--- src/rtl/fetch_bp_unit.sv ---
// fetch_bp_unit
//   Instruction-fetch stage with a direct-mapped branch target buffer,
//   2-bit saturating direction counters and a speculative return-address
//   stack. Holds the PC, drives the instruction memory address
//   combinationally and chooses the next PC from, highest priority first:
//   reset, execute redirect, stall (hold), RAS return prediction, BTB
//   taken prediction, PC+4.
//
// Ports
//   clk, rst          clock; synchronous active-high reset
//   stall_i           hold PC and RAS state
//   redirect_i        load redirect_pc_i (wins over stall_i)
//   redirect_pc_i     corrected PC from execute
//   upd_valid_i       execute resolved a branch/jump this cycle. There is
//                     no ready: an update is accepted in every cycle in
//                     which upd_valid_i is high, and it lands at the next edge.
//   upd_pc_i          PC of the resolved instruction
//   upd_target_i      resolved target
//   upd_taken_i       resolved direction
//   imem_addr_o       instruction memory address (= pc_o)
//   imem_data_i       instruction word, combinational read
//   pc_o, pc_plus4_o  current fetch PC and PC+4
//   instr_o           imem_data_i passthrough
//   pred_taken_o      next PC predicted non-sequential
//   pred_target_o     predicted next PC (PC+4 when not taken)
//   rs1_o/rs2_o/rd_o  register fields of instr_o
module fetch_bp_unit #(
  parameter int                    DATA_WIDTH  = 32,
  parameter int                    BTB_ENTRIES = 16,
  parameter int                    RAS_DEPTH   = 4,
  parameter logic [DATA_WIDTH-1:0] RESET_PC    = 32'hBFC00000
) (
  input  logic                  clk,
  input  logic                  rst,
  input  logic                  stall_i,
  input  logic                  redirect_i,
  input  logic [DATA_WIDTH-1:0] redirect_pc_i,
  input  logic                  upd_valid_i,
  input  logic [DATA_WIDTH-1:0] upd_pc_i,
  input  logic [DATA_WIDTH-1:0] upd_target_i,
  input  logic                  upd_taken_i,
  output logic [DATA_WIDTH-1:0] imem_addr_o,
  input  logic [DATA_WIDTH-1:0] imem_data_i,
  output logic [DATA_WIDTH-1:0] pc_o,
  output logic [DATA_WIDTH-1:0] pc_plus4_o,
  output logic [DATA_WIDTH-1:0] instr_o,
  output logic                  pred_taken_o,
  output logic [DATA_WIDTH-1:0] pred_target_o,
  output logic [4:0]            rs1_o,
  output logic [4:0]            rs2_o,
  output logic [4:0]            rd_o
);

  localparam int IDX_W = $clog2(BTB_ENTRIES);
  localparam int TAG_W = DATA_WIDTH - IDX_W - 2;
  localparam int PTR_W = $clog2(RAS_DEPTH);
  localparam int CNT_W = PTR_W + 1;

  logic [DATA_WIDTH-1:0] pc_q, pc_d, pc_plus4;

  // Fetch-side decode of calls and returns
  logic [6:0]  opcode;
  logic [4:0]  f_rd, f_rs1;
  logic [11:0] f_imm;
  logic        is_call, is_ret;

  // BTB storage
  logic                  btb_valid  [BTB_ENTRIES];
  logic [TAG_W-1:0]      btb_tag    [BTB_ENTRIES];
  logic [DATA_WIDTH-1:0] btb_target [BTB_ENTRIES];
  logic [1:0]            btb_ctr    [BTB_ENTRIES];

  logic [IDX_W-1:0] look_idx, upd_idx;
  logic [TAG_W-1:0] look_tag, upd_tag;
  logic             btb_hit, btb_taken, upd_hit;

  // RAS: ras_ptr points at the next free slot, so the top is ras_ptr-1.
  logic [DATA_WIDTH-1:0] ras_mem [RAS_DEPTH];
  logic [PTR_W-1:0]      ras_ptr;
  logic [CNT_W-1:0]      ras_count;
  logic [DATA_WIDTH-1:0] ras_top;
  logic                  ras_hit;
  logic                  advance;

  logic unused_upd_bits;
  assign unused_upd_bits = ^upd_pc_i[1:0];

  assign pc_plus4    = pc_q + DATA_WIDTH'(4);
  assign pc_o        = pc_q;
  assign imem_addr_o = pc_q;
  assign pc_plus4_o  = pc_plus4;
  assign instr_o     = imem_data_i;
  assign rs1_o       = imem_data_i[19:15];
  assign rs2_o       = imem_data_i[24:20];
  assign rd_o        = imem_data_i[11:7];

  assign opcode  = imem_data_i[6:0];
  assign f_rd    = imem_data_i[11:7];
  assign f_rs1   = imem_data_i[19:15];
  assign f_imm   = imem_data_i[31:20];
  assign is_call = (opcode == 7'b1101111) && (f_rd == 5'd1);
  assign is_ret  = (opcode == 7'b1100111) && (f_rs1 == 5'd1) &&
                   (f_rd == 5'd0) && (f_imm == 12'd0);

  assign look_idx  = pc_q[IDX_W+1:2];
  assign look_tag  = pc_q[DATA_WIDTH-1:IDX_W+2];
  assign btb_hit   = btb_valid[look_idx] && (btb_tag[look_idx] == look_tag);
  assign btb_taken = btb_hit && btb_ctr[look_idx][1];

  assign upd_idx = upd_pc_i[IDX_W+1:2];
  assign upd_tag = upd_pc_i[DATA_WIDTH-1:IDX_W+2];
  assign upd_hit = btb_valid[upd_idx] && (btb_tag[upd_idx] == upd_tag);

  assign ras_top = ras_mem[ras_ptr - PTR_W'(1)];
  assign ras_hit = is_ret && (ras_count != '0);
  // Speculative state only moves when the PC follows the prediction.
  assign advance = !stall_i && !redirect_i;

  // Prediction is independent of stall/redirect.
  always_comb begin
    pred_taken_o  = 1'b0;
    pred_target_o = pc_plus4;
    if (ras_hit) begin
      pred_taken_o  = 1'b1;
      pred_target_o = ras_top;
    end else if (btb_taken) begin
      pred_taken_o  = 1'b1;
      pred_target_o = btb_target[look_idx];
    end
  end

  always_comb begin
    pc_d = pred_target_o;
    if (redirect_i)   pc_d = redirect_pc_i;
    else if (stall_i) pc_d = pc_q;
  end

  always_ff @(posedge clk) begin
    if (rst) pc_q <= RESET_PC;
    else     pc_q <= pc_d;
  end

  // A push onto a full stack overwrites the oldest entry (circular pointer)
  // while the count saturates at RAS_DEPTH.
  always_ff @(posedge clk) begin
    if (rst) begin
      ras_ptr   <= '0;
      ras_count <= '0;
      for (int i = 0; i < RAS_DEPTH; i++) ras_mem[i] <= '0;
    end else if (advance) begin
      if (is_call) begin
        ras_mem[ras_ptr] <= pc_plus4;
        ras_ptr          <= ras_ptr + PTR_W'(1);
        if (ras_count != CNT_W'(RAS_DEPTH)) ras_count <= ras_count + CNT_W'(1);
      end else if (ras_hit) begin
        ras_ptr   <= ras_ptr - PTR_W'(1);
        ras_count <= ras_count - CNT_W'(1);
      end
    end
  end

  // Registered update: a same-cycle lookup sees the old entry.
  always_ff @(posedge clk) begin
    if (rst) begin
      for (int i = 0; i < BTB_ENTRIES; i++) begin
        btb_valid[i]  <= 1'b0;
        btb_tag[i]    <= '0;
        btb_target[i] <= '0;
        btb_ctr[i]    <= 2'b01;
      end
    end else if (upd_valid_i) begin
      if (upd_hit) begin
        if (upd_taken_i) begin
          btb_target[upd_idx] <= upd_target_i;
          if (btb_ctr[upd_idx] != 2'b11) btb_ctr[upd_idx] <= btb_ctr[upd_idx] + 2'd1;
        end else begin
          if (btb_ctr[upd_idx] != 2'b00) btb_ctr[upd_idx] <= btb_ctr[upd_idx] - 2'd1;
        end
      end else if (upd_taken_i) begin
        btb_valid[upd_idx]  <= 1'b1;
        btb_tag[upd_idx]    <= upd_tag;
        btb_target[upd_idx] <= upd_target_i;
        btb_ctr[upd_idx]    <= 2'b10;
      end
    end
  end

endmodule

--- config.mk ---
export PLATFORM = sky130hd
export DESIGN_NAME = fetch_bp_unit
export DESIGN_NICKNAME = d
export VERILOG_FILES = /design/src/rtl/fetch_bp_unit.sv
export SDC_FILE = /design/constraint.sdc
export NUM_CORES = 2
export LEC_CHECK = 0
export BUFFER_PORTS_ARGS = -buffer_cell sky130_fd_sc_hd__buf_4
export CAP_MARGIN = 40
export CELL_PAD_IN_SITES_DETAIL_PLACEMENT = 1
export CELL_PAD_IN_SITES_GLOBAL_PLACEMENT = 2
export CORE_UTILIZATION = 40
export DETAILED_ROUTE_END_ITERATION = 10
export GPL_TIMING_DRIVEN = 1
export PLACE_DENSITY_LB_ADDON = 0.1
export SLEW_MARGIN = 40
export SYNTH_ARGS = -nofsm -noshare
export SYNTH_HDL_FRONTEND = slang
export SYNTH_SLANG_ARGS = --single-unit
export TNS_END_PERCENT = 30
--- constraint.sdc ---
create_clock -name clk -period 6.8 [get_ports clk]
set_clock_uncertainty 0.15 [all_clocks]
set_input_delay 0.34 -clock clk [delete_from_list [all_inputs] [get_ports clk]]
set_output_delay 0.34 -clock clk [all_outputs]
set_load 0.02 [all_outputs]
==> metrics <==
status finished, violations left; failing checks DRC; #FFs+latches synth 1145; CP Data Required Time 6310 ps; Routed Antenna Nets 0; Synth Flop Type edfxtp_1; first-pass GRT wire length 293100 um; CP arrival 5720 ps; Worst Tran Pin Value 859.9 ps; routability cong. 0.7999; Clk pin slew, worst setup/hold paths 60 ps; final worst slack 595.0 ps; GRT overflow 0; Hold Vio Cnt, Final 0; maximum clock frequency 161.2 MHz; Mapped Cells 4027; number of synthesized flops with an enable pin 1088; worst slack, placed 1240 ps; Final Util 46.97%; Via density 6.014; Die Ht 382.6 um; sw frac 25.43%; Fin Setup TNS 0 ps; worst min-delay path class in -> reg; clock group share of total power 41.0%; largest net degree at the start of global routing 209; relative slew slack 41.03%; combinational fraction of design power 11.9%; Layout Nets 4351; Post-synth ARST share 0%; pwr dens 260.8 nW/um^2; Pint 13.12 mW; maximum fanout along the worst path 27; RSZ-0062 raised after global routing no; number of setup buffers added after CTS 0; Die ar. 146400 um^2; clk buf depth 3; initial antenna violation count 26; via count 37.46k; total CTS buffers 135; vias in the first global route 38.50k; Layout area overhead 16.46%; Synth Area per Inst 14.39 um^2; multi-input logic area 21880 um^2; Sequential Power Share 47.0%; Worst-Skew Late Latency 780 ps; CP Launch Type flop; critical path endpoint category output port; Crit Path Class reg -> out; VDD IR max 211.8 uV; maxcap violations 0; Initial Util 40.33%; PortBufs 301; DR WL/cell 33.24 um; # DRC 144; Post-Syn Area 57940 um^2; total track usage 28.25%; htree depth 4; Slew Viols, Final 0; Final min period 6205 ps; count of filler cells inserted in the layout 14.14k; Post-DP HPWL 123000 um; CTS tree done; Root Buffer clkbuf_16; die width 382.6 um; switching power 4.475 mW; cts repair resizes 0; Post-CTS Hold Buffers 97; core footprint 143700 um^2; fin crit share 91.25%; Site Rows 139; final setup violating endpoints 0; layout cells sized above 1 26.44%; clk sinks 1145; Hold Crit Start upd_valid_i; Synth Net Count 4163; Leakage Power 24.96 nW; first-pass iteration count of the detailed router 8; register area 33830 um^2; Seq/Total Area, Yosys 58.36%; Top Ports 310; Iteration-0 DRC Markers 4029; post-synth cell types 74; WL final 207000 um; Synth Warn # 0
[kinds of logic after synthesis]
| group | Yosys count | synth area share, % |
|---|---|---|
| AOI/OAI and AO/OA | 248 | 3.190 |
| and+or+nand+nor | 1480 | 14.88 |
| DFF | 1145 | 58.36 |
| xor gates and xnor gates | 71 | 1.073 |
| muxes | 514 | 17.90 |
| buffers and inverters | 567 | 4.533 |
| adders and majority gates | 2 | 0.05615 |
[final timing paths]
path / endpoint / slack (ps) / depth (start not counted)
setup / recovery: pred_target_o[8] / 590 / 11
hold / removal: btb_ctr[3][1] / 60 / 3
setup reg to reg: flop / 1270 / 11
hold reg to reg: btb_valid[1] / 330 / 1
[cells in the mapped netlist, types with 19 or more instances]
library cell  count  area share (%)
edfxtp_1       1088              56
o21ai_0          40            0.35
nor4_1           26            0.28
nand2_1          83            0.54
and3_1          423             4.6
o32ai_1          20            0.30
nand4_1          24            0.26
buf_4            93             1.2
xnor2_1          62            0.94
dfxtp_1          57             2.0
a211oi_1         23            0.30
mux4_2          416              16
nor2_1          204             1.3
buf_1            19            0.12
mux2i_1          92             1.6
and2_1          533             5.8
nor3_1           26            0.22
a21o_1           36            0.47
nand3_1          48            0.41
clkbuf_1        316             2.0
buf_2            59            0.51
inv_1            70            0.45
[through the flow]
step | instance area [um^2] | hold WS, ps | total power, mW | instances
6_report | 67470 | 57.12 | 17.59 | 6228
5_1_grt | 67470 | 55.65 | 18.06 | 6226
4_1_cts | 67400 | 2.366 | 17.70 | 6220
3_5_place_dp | 62080 | 319.8 | 10.46 | 5881
3_3_place_gp | 61820 | 312.7 | 10.42 | 5871
2_1_floorplan | 57940 | 292.7 | 9.545 | 4027
[per-layer routing]
layer  vias up  global-route usage [%]  part of all wire, %
met2      1421                   45.92                   48
met5         -                       0                0.036
met3       247                   3.946                  6.6
met1     20070                   40.28                   43
li1      15710                       -                    -
met4        12                   6.141                  1.8
[area by class of cell]
cell class | count | area share, %
Sequential cell | 1145 | 50.14
Antenna cell | 5 | 0.01854
Multi-Input combinational cell | 2315 | 32.42
Clock buffer | 174 | 5.392
Timing Repair Buffer | 548 | 7.067
Tap cell | 1903 | 3.529
Inverter | 70 | 0.3894
Clock inverter | 68 | 1.046
[registers in the layout (all words and copies together) (netlist names), named ones only]
| name | cells |
|---|---|
| imem_addr_o | 32 |
| ras_mem | 128 |
| btb_tag | 416 |
| ras_ptr | 2 |
| btb_ctr | 32 |
| btb_valid | 16 |
| btb_target | 512 |
| ras_count | 3 |
[placed cells by master (no fill, tap or decap), types with 11 or more instances in the layout]
cell and n:
nand4_1 24, nand2b_1 11, mux2i_1 90, a21o_1 36
nor2b_1 16, nand3_1 48, dlygate4sd3_1 97, a21oi_1 11
and4_1 14, and3_1 423, dfxtp_1 51, nor4b_1 11
edfxtp_1 1088, a22oi_1 18, o32ai_1 20, clkinv_1 25
o21ai_4 17, inv_1 69, nor4_1 26, nor2_1 187
a211oi_1 23, clkbuf_16 139, and2_1 533, clkbuf_1 31
nor2_4 16, buf_12 20, buf_4 416, nor3_1 25
mux4_2 416, o21ai_0 23, a311oi_1 11, xnor2_1 61
clkinv_2 19, nand2_1 81, o21bai_1 16, or2_2 18
[power groups by stage]
stage,Combinational (mW),Sequential [mW],Clock [mW]
floorplan,1.22,8.32,0
global placement,2.00,8.42,0
detailed placement,2.03,8.44,0
CTS,2.08,8.29,7.33
global route,2.19,8.31,7.56
finish,2.10,8.28,7.22
[critical path, cell delays in order, from the launching register on]
cell and delay, ps:
dfxtp_4 770, buf_12 290, mux4_2 520, mux4_2 580, xnor2_1 380, o21ai_1 160
nor4_2 290, buf_4 250, nand2_2 330, buf_4 310, a211oi_1 680, buf_4 270
Note: power is estimated with default switching activity, not from simulation.
